===== src/rtl/player_ctrl.sv =====
// rtl/player_ctrl.sv - maze player position controller with wall-map lookup
// Samples buttons on move_tick, checks the target cell's wall bit, then commits or rejects the move.
module player_ctrl #(
    parameter int COLS      = 32,
    parameter int ROWS      = 24,
    parameter int START_ROW = 2,
    parameter int START_COL = 10,
    parameter int GOAL_ROW  = 21,
    parameter int GOAL_COL  = 30,
    parameter int RD_LAT    = 1
) (
    input  logic       clk,
    input  logic       rst,
    input  logic       move_tick,
    input  logic       game_en,
    input  logic       btn_up,
    input  logic       btn_down,
    input  logic       btn_left,
    input  logic       btn_right,
    output logic       wall_rd,
    output logic [9:0] wall_addr,
    input  logic       wall_data,
    output logic [4:0] row_pos,
    output logic [4:0] col_pos,
    output logic       busy,
    output logic       goal_reached,
    output logic [9:0] step_count
);

    typedef enum logic [2:0] {IDLE, REQ, WAIT, CHECK, DONE} state_t;

    localparam logic [1:0] WAIT_LAST = 2'(RD_LAT - 2);

    state_t     state, state_nxt;
    logic [4:0] tgt_row, tgt_col, tgt_row_nxt, tgt_col_nxt;
    logic [1:0] wait_cnt, wait_cnt_nxt;
    logic [4:0] row_nxt, col_nxt;
    logic [9:0] steps_nxt;
    logic       goal_nxt;
    logic [4:0] cand_row, cand_col;
    logic       cand_ok;
    logic [9:0] addr_nxt;

    // Edge cells are tested before the +/-1 so a blocked move never wraps.
    always_comb begin
        cand_row = row_pos;
        cand_col = col_pos;
        cand_ok  = 1'b1;
        if (btn_up) begin
            if (row_pos == 5'd0) cand_ok = 1'b0;
            else                 cand_row = row_pos - 5'd1;
        end else if (btn_down) begin
            if (row_pos == 5'(ROWS - 1)) cand_ok = 1'b0;
            else                         cand_row = row_pos + 5'd1;
        end else if (btn_left) begin
            if (col_pos == 5'd0) cand_ok = 1'b0;
            else                 cand_col = col_pos - 5'd1;
        end else if (btn_right) begin
            if (col_pos == 5'(COLS - 1)) cand_ok = 1'b0;
            else                         cand_col = col_pos + 5'd1;
        end else begin
            cand_ok = 1'b0;
        end
    end

    assign addr_nxt = 10'(cand_row) * 10'(COLS) + 10'(cand_col);

    always_comb begin
        state_nxt    = state;
        tgt_row_nxt  = tgt_row;
        tgt_col_nxt  = tgt_col;
        wait_cnt_nxt = wait_cnt;
        row_nxt      = row_pos;
        col_nxt      = col_pos;
        steps_nxt    = step_count;
        goal_nxt     = goal_reached;
        case (state)
            IDLE: begin
                if (move_tick && game_en && cand_ok) begin
                    tgt_row_nxt = cand_row;
                    tgt_col_nxt = cand_col;
                    state_nxt   = REQ;
                end
            end
            REQ: begin
                wait_cnt_nxt = 2'd0;
                state_nxt    = (RD_LAT > 1) ? WAIT : CHECK;
            end
            WAIT: begin
                if (wait_cnt == WAIT_LAST) state_nxt = CHECK;
                else                       wait_cnt_nxt = wait_cnt + 2'd1;
            end
            CHECK: begin
                state_nxt = IDLE;
                if (!wall_data) begin
                    row_nxt = tgt_row;
                    col_nxt = tgt_col;
                    if (step_count != 10'h3FF) steps_nxt = step_count + 10'd1;
                    if (tgt_row == 5'(GOAL_ROW) && tgt_col == 5'(GOAL_COL)) begin
                        goal_nxt  = 1'b1;
                        state_nxt = DONE;
                    end
                end
            end
            DONE:    state_nxt = DONE;
            default: state_nxt = IDLE;
        endcase
    end

    // Strobe and busy are registered from the next state so they line up with REQ..CHECK.
    always_ff @(posedge clk or negedge rst) begin
        if (!rst) begin
            state        <= IDLE;
            tgt_row      <= 5'd0;
            tgt_col      <= 5'd0;
            wait_cnt     <= 2'd0;
            row_pos      <= 5'(START_ROW);
            col_pos      <= 5'(START_COL);
            step_count   <= 10'd0;
            goal_reached <= 1'b0;
            busy         <= 1'b0;
            wall_rd      <= 1'b0;
            wall_addr    <= 10'd0;
        end else begin
            state        <= state_nxt;
            tgt_row      <= tgt_row_nxt;
            tgt_col      <= tgt_col_nxt;
            wait_cnt     <= wait_cnt_nxt;
            row_pos      <= row_nxt;
            col_pos      <= col_nxt;
            step_count   <= steps_nxt;
            goal_reached <= goal_nxt;
            busy         <= (state_nxt == REQ) || (state_nxt == WAIT) || (state_nxt == CHECK);
            wall_rd      <= (state_nxt == REQ);
            if (state == IDLE && state_nxt == REQ) wall_addr <= addr_nxt;
        end
    end

endmodule


===== config.mk =====
export PLATFORM = sky130hd
export DESIGN_NAME = player_ctrl
export DESIGN_NICKNAME = d
export VERILOG_FILES = /design/src/rtl/player_ctrl.sv
export SDC_FILE = /design/constraint.sdc
export NUM_CORES = 1
export LEC_CHECK = 0
export ABC_AREA = 1
export CORE_AREA = 2 2 89 91
export CTS_BUF_LIST = sky130_fd_sc_hd__clkbuf_4 sky130_fd_sc_hd__clkbuf_8 sky130_fd_sc_hd__clkbuf_16
export DETAILED_ROUTE_END_ITERATION = 16
export DIE_AREA = 0 0 91 93
export SLEW_MARGIN = 30
export SYNTH_ARGS = -nofsm -noshare
export SYNTH_HDL_FRONTEND = slang
export SYNTH_SLANG_ARGS = --single-unit

===== constraint.sdc =====
create_clock -name clk -period 1.6 [get_ports clk]
set_clock_uncertainty 0.1 [all_clocks]
set_input_delay 0.16 -clock clk [delete_from_list [all_inputs] [get_ports clk]]
set_output_delay 0.16 -clock clk [all_outputs]
set_load 0.02 [all_outputs]

==> impl_results.md, run 1 <==
- Status: finished, violations left
- Failing checks: negative setup slack
- Fraction of the mapped netlist area in simple logic gates: 0.2951
- Synth Instances: ~320
- Logic gate share of total power: 0.550
- Core area: 7527 sq um
- Gpl congestion: approximately 0.85
- Startpoint type of the worst setup path: register
- Pleak: 1.982 nW
- DR WL/cell: between 10 and 15 um
- Syn_area_per_cell: 8.121 sq um
- Vias per cell: 4.571
- Hold WC Path Type: input port to asynchronous set/reset pin
- Highest routing layer actually used: met4
- Post-synth ARST share: 1.000
- Largest net degree at the start of global routing: between 40 and 50
- Via count: 2,386
- Htree depth: 2
- First-pass GRT wire length: 10,590 um
- TritonCTS clock tree: done
- Drt drc: 0
- Sequential Power Share: 0.329
- IO buf count: about 40
- Pre-Repair DR Iteration Count: 4
- Cts bufs inserted: 5
- Critical Path RT: 1.69 ns
- Top-count cell post-synth: nand2_1
- Final ANT Viol Nets: 0
- CTS clk-pin slew, worst paths: 0.09 ns
- Switching power share of the total: 0.4216
- Antenna violations before repair: 0
- Site row count: 32
- Arr. time, crit path: 1.89 ns
- Synth warn: 0
- Synth Net Count: 335
- Critical path endpoint category: register
- Final Core Density: 0.5113
- DP Area: approximately 3500 sq um
- DIE AREA: roughly 8500 sq um
- Final WL: 6437 um
- Max Root-Sink Buffers: 2
- Period utilization: 1.122
- Clock latency on the worst-skew pair: around 0.30 ns
- Met2 WL: 3052 um
- Root Driver: clkbuf_8
- Post-route cell area: 3849 sq um
- # nets final: 436
- Clock Sinks: 48
- Die width: 91 um
- Largest family of logic cells by synthesized area: simple AND/OR/NAND/NOR gates
- Post-synth EDFFs: 0
- Peak VDD IR: 700.9 uV
- Area contributors post-synth: dfrtp_1 (44%), nand2_1 (16%), ha_1 (3.9%)
- M1 WL: 3129 um
- Gr usage total: 0.1533
- Mux share of post-synthesis cell area: 0
- Die H: 93 um
- Cell variety after synth: 31
- Slew HR: 0.7952
- DRT iter0 DRCs: 120
- Total of max-cap violations: 0
- RSZ-0062 raised after global routing: true
- Mapped cell area: 2582 sq um
- Synth Area in Compound Gates: 0.07703
- Switching pwr: 0.002671 W
- F_max: 556.8 MHz
- Fill count: 751
- DP Wirelength: roughly 4600 um
- Met3 Wirelength: 212 um
- Tmin final: 1.796 ns
- Initial core utilization: 0.3431
- # setup viols final: 23
- Yosys top cell by area: dfrtp_1
- Number of global-route vias before repair: 2,346
- P_int: approximately 0.0037 W
- Share of the synthesized area in the top cell type: 0.4360
- Worst setup margin: -0.1960 ns
- Synthesis-to-layout area growth: 49.03%
- Setup slack, reg-to-reg: -0.20 ns
- Max Slew Vio Count: 0
- Pwr dens: about 1600 nW/um^2
- Synth Area in Adders: 0.03876
- Setup TNS: -3.915 ns
- Slew of the pin with the lowest slew margin: 0.3045 ns
- CP Max Fanout: 11
- Top_reg_cell synth: dfrtp_1
- Share of layout cells above drive strength 1: 0.2905
- I/O pin cnt: 42
- Sequential fraction of the synthesis area: 0.4666
- Top cells by count, synth: nand2_1 (108), dfrtp_1 (45), inv_1 (26)
- N_diodes: 0
- Crit Path Class: register to register
- Fin. Hold Viols: 0
- Global route total overflow: 0
- Clock share of power: 0.121
- XOR/XNOR Fraction of Synth Area: 0.05766
- Yosys reg bits: 48
placed cells by master (no fill, tap or decap), types with 4 or more instances in the layout:
master           synthesis  final
nand2_1                108     97
buf_4                    4     52
dfrtp_1                 45     42
inv_1                   26     24
clkdlybuf4s50_1          0     19
o21ai_0                 20     16
dlygate4sd2_1            0     15
nor2_1                  16     14
nand3_1                 17     14
nand2_2                  5     11
xor2_1                  10     10
o21ai_1                  8     10
nand4_1                  9      9
xnor2_1                  7      7
nand2_4                  1      6
clkbuf_8                 0      6
inv_2                    5      5
ha_1                     8      5
nor3_1                   6      4
kinds of logic after synthesis:
kind of cell / Yosys count
AND/OR/NAND/NOR: 170
flip-flops: 48
buffers and inverters: 38
AO/OA/AOI/OAI: 37
XOR/XNOR: 17
adder cells (fa/ha/maj): 8
sequential cells by signal (all words and copies together), names as in the netlist:
signal	count
busy	1
col_pos	5
goal_reached	1
row_pos	5
state	3
step_count	10
tgt_col	5
tgt_row	5
wait_cnt	2
wall_addr	10
wall_rd	1
power by group through the flow:
stage | Combinational, W | Clock (W) | Sequential (W)
after detailed placement | 0.00335 | 0 | 0.00210
final | 0.00348 | 0.000767 | 0.00208
after global placement | 0.00330 | 0 | 0.00210
after floorplan | 0.00147 | 0 | 0.00244
after global routing | 0.00387 | 0.000841 | 0.00215
after CTS | 0.00329 | 0.000794 | 0.00208
metal layers:
metal / up-vias / global-route usage
li1: 1227 / -
met1: 1112 / 0.2055
met2: 41 / 0.2556
met3: 6 / 0.02820
met4: 0 / 0.04293
met5: - / 0
worst max-delay path, cell delays in order, from the launching register on:
cell       delay (ns)
dfstp_2          0.58
inv_2            0.07
ha_4             0.16
inv_2            0.04
nor2_2           0.03
nand2_2          0.08
nand2_4          0.06
nand2_4          0.08
nand2_4          0.07
nand2_4          0.07
nand2_4          0.07
clkbuf_16        0.17
nand2_1          0.05
nand2_1          0.05
per-stage QoR:
stage	hold slack [ns]	setup WS, ns	cells	power (W)
detailed placement	0.06590	-0.2145	505	0.005450
global route	0.2896	-0.2804	522	0.006865
floorplan	-0.2356	-0.2056	318	0.003905
global placement	0.06824	-0.2077	505	0.005398
finish	0.2594	-0.1960	522	0.006335
CTS	0.2615	-0.2087	514	0.006166
final timing paths:
path                               from           end  depth (start not counted)
min in group clk           goal_reached  goal_reached                          2
max                          col_pos[1]  wall_addr[0]                         13
min                                 rst  wall_addr[4]                          3
max in group asynchronous           rst    row_pos[1]                          3
min reg2reg                goal_reached  goal_reached                          2
max reg2reg                  col_pos[1]  wall_addr[0]                         13
repair_timing:
action / CTS / global route
pin swaps: 0 / 9
gates resized for setup: 28 / 35
setup endpoints to repair: 44 / 36
gates cloned: 0 / 3
hold buffers: 1 / 0
endpoints found under the hold margin: 48 / 0
buffers inserted: 0 / 5
final cells by class:
cell class,count,area [sq um],area share
clock buffers,6,82.58,0.02146
clock inverters,2,15.01,0.003901
inverters,31,121.4,0.03153
multi-input cells,233,1395,0.3625
flip-flops and latches,48,1209,0.3140
well taps,102,127.6,0.03316
repair buffers,100,898.4,0.2334
No activity file was read; power rests on OpenSTA's default activity.
==> run 2, diff against run 1 <==
--- a/config.mk
+++ b/config.mk
@@ -6,10 +6,11 @@
 export NUM_CORES = 1
 export LEC_CHECK = 0
 export ABC_AREA = 1
-export CORE_AREA = 2 2 89 91
+export ABC_CLOCK_PERIOD_IN_PS = 1600
+export CORE_AREA = 5 5 92 94
 export CTS_BUF_LIST = sky130_fd_sc_hd__clkbuf_4 sky130_fd_sc_hd__clkbuf_8 sky130_fd_sc_hd__clkbuf_16
 export DETAILED_ROUTE_END_ITERATION = 16
-export DIE_AREA = 0 0 91 93
+export DIE_AREA = 0 0 97 99
 export SLEW_MARGIN = 30
 export SYNTH_ARGS = -nofsm -noshare
 export SYNTH_HDL_FRONTEND = slang
==> impl_results.md, run 2 (synthesis results as in run 1) <==
- Status: finished, violations left
- Failing checks: negative setup slack
- Crit path max-delay family: flip-flops
- Arr. time, crit path: 1.96 ns
- CP Max Fanout: 6
- First-pass GRT wire length: 11,180 um
- Clock Sinks: 48
- Vias per cell: 4.660
- Max stage delay cell, worst path: dfstp_2
- Startpoint type of the worst setup path: register
- Final ANT Viol Nets: 0
- Final WL: 6890 um
- CTS clk-pin slew, worst paths: around 0.090 ns
- Die H: around 99 um
- # setup viols final: 23
- Root Driver: clkbuf_8
- DR WL/cell: between 10 and 15 um
- Max Root-Sink Buffers: 2
- N_diodes: 0
- Pleak: 2.021 nW
- Cts bufs inserted: 5
- Most numerous cell on the critical path: nand2_4
- Tmin final: 1.827 ns
- # nets final: around 440
- DP Area: 3536 sq um
- Clock latency on the worst-skew pair: 0.30 ns
- Biggest regs: step_count x10, wall_addr x10
- DP Wirelength: 5001 um
- Antenna violations before repair: 0
- Fin. Hold Viols: 0
- DIE AREA: 9603 sq um
- Fill count: 707
- Hold WC Path Type: input port to asynchronous set/reset pin
- Die width: 97 um
- Total of max-cap violations: 0
- Slew HR: 0.7312
- Synthesis-to-layout area growth: 50.15%
- Slew of the pin with the lowest slew margin: approximately 0.40 ns
- Most common cell after layout, fill and taps aside: nand2_1
- Core area: about 7600 sq um
- Highest-count cells in the layout ignoring fill and taps: nand2_1 (96), buf_4 (52), dfrtp_1 (40)
- Design Power: 0.006417 W
- Share of layout cells above drive strength 1: 0.2969
- Post-route cell area: 3877 sq um
- Gpl congestion: 0.8705
- Critical Path RT: 1.73 ns
- Site row count: 32
- Number of global-route vias before repair: 2,368
- IO buf count: 41
- TritonCTS clock tree: done
- DRT iter0 DRCs: roughly 140
- Pre-Repair DR Iteration Count: 5
- Max Slew Vio Count: 0
- Peak VDD IR: around 800 uV
- Largest net degree at the start of global routing: 34
- Pwr dens: 1655 nW/um^2
- Worst setup margin: -0.2266 ns
- Crit path cell chain: inv_2 -> ha_4 -> inv_2 -> nor2_2 -> nand2_2 -> nand2_2 -> nand2_4 -> nand2_4 -> a21oi_4 -> clkbuf_16 -> nand2_4 -> o21ai_1
- Drt drc: 0
- Initial core utilization: 0.3413
- I/O pin cnt: 42
- WHS: 0.2057 ns
- RSZ-0062 raised after global routing: true
- Global route total overflow: 0
- F_max: approximately 550 MHz
- Period utilization: 1.142
- CP bufs+invs: 3
- Crit Path Class: register to register
- Gr usage total: 0.1387
- CP max stage delay: 0.58 ns
- Critical path endpoint category: register
- Via count: roughly 2,400
- Htree depth: 2
==> run 2: worst paths after layout <==
| check | from | slack (ns) | endpoint | cells past startpoint |
|---|---|---|---|---|
| max | col_pos[1] | -0.23 | tgt_row[1] | 12 |
| min | rst | 0.21 | wall_rd | 2 |
| max reg2reg | col_pos[1] | -0.23 | tgt_row[1] | 12 |
| min reg2reg | goal_reached | 0.38 | goal_reached | 2 |
| max in group asynchronous | rst | 0.62 | row_pos[1] | 3 |
| min in group clk | goal_reached | 0.38 | goal_reached | 2 |
==> run 2: per-layer routing <==
metal | vias to the layer above | GRT usage | wire (um)
met3 | 10 | 0.02902 | 237
met1 | 1144 | 0.1900 | 3230
met2 | 52 | 0.2219 | 3293
met4 | 0 | 0.03996 | 128
met5 | - | 0 | 0
li1 | 1231 | - | -
==> run 2: what timing repair did <==
action / 4_1_cts / 5_1_grt
resized for setup: 28 / 33
pin swaps: 0 / 16
hold endpoints to repair: 15 / 0
cloned: 0 / 4
hold buffers: 1 / 0
buffers inserted: 2 / 5
endpoints found under the setup margin: 42 / 39
==> run 2: stage by stage <==
step / std cells / TNS (ns) / worst slack (ns) / util
finish: 523 / -4.295 / -0.2266 / 0.5124
detailed placement: 503 / -4.561 / -0.2423 / 0.4673
floorplan: 318 / -4.381 / -0.2056 / -
global route: 523 / -6.429 / -0.3254 / 0.5124
global placement: 503 / -4.140 / -0.2338 / 0.4673
CTS: 514 / -3.896 / -0.2217 / 0.4828
==> run 2: area by class of cell <==
cell class,count,area (sq um),share of cell area
sequential,48,1211,0.3124
tap,102,127.6,0.03291
clock inverter,2,15.01,0.003872
inverter,31,116.4,0.03001
clock buffer,6,82.58,0.02130
multi-input combinational,232,1376,0.3550
timing repair buffer,102,948.4,0.2446
==> run 2: power by group <==
part,leakage (nW),total [W],switching (W),internal (W)
registers,0.603,0.00210,0.000397,0.00170
logic,1.37,0.00355,0.00190,0.00165
clock network,0.0434,0.000767,0.000416,0.000350
==> run 2: worst reg2reg max path: cells and delay by family, from the launching register on <==
kind / cells / cell delay, ns
AO/OA/AOI/OAI: 2 / 0.28
adder cells (fa/ha/maj): 1 / 0.15
AND/OR/NAND/NOR: 6 / 0.36
flip-flops: 1 / 0.58
buffers and inverters: 3 / 0.30
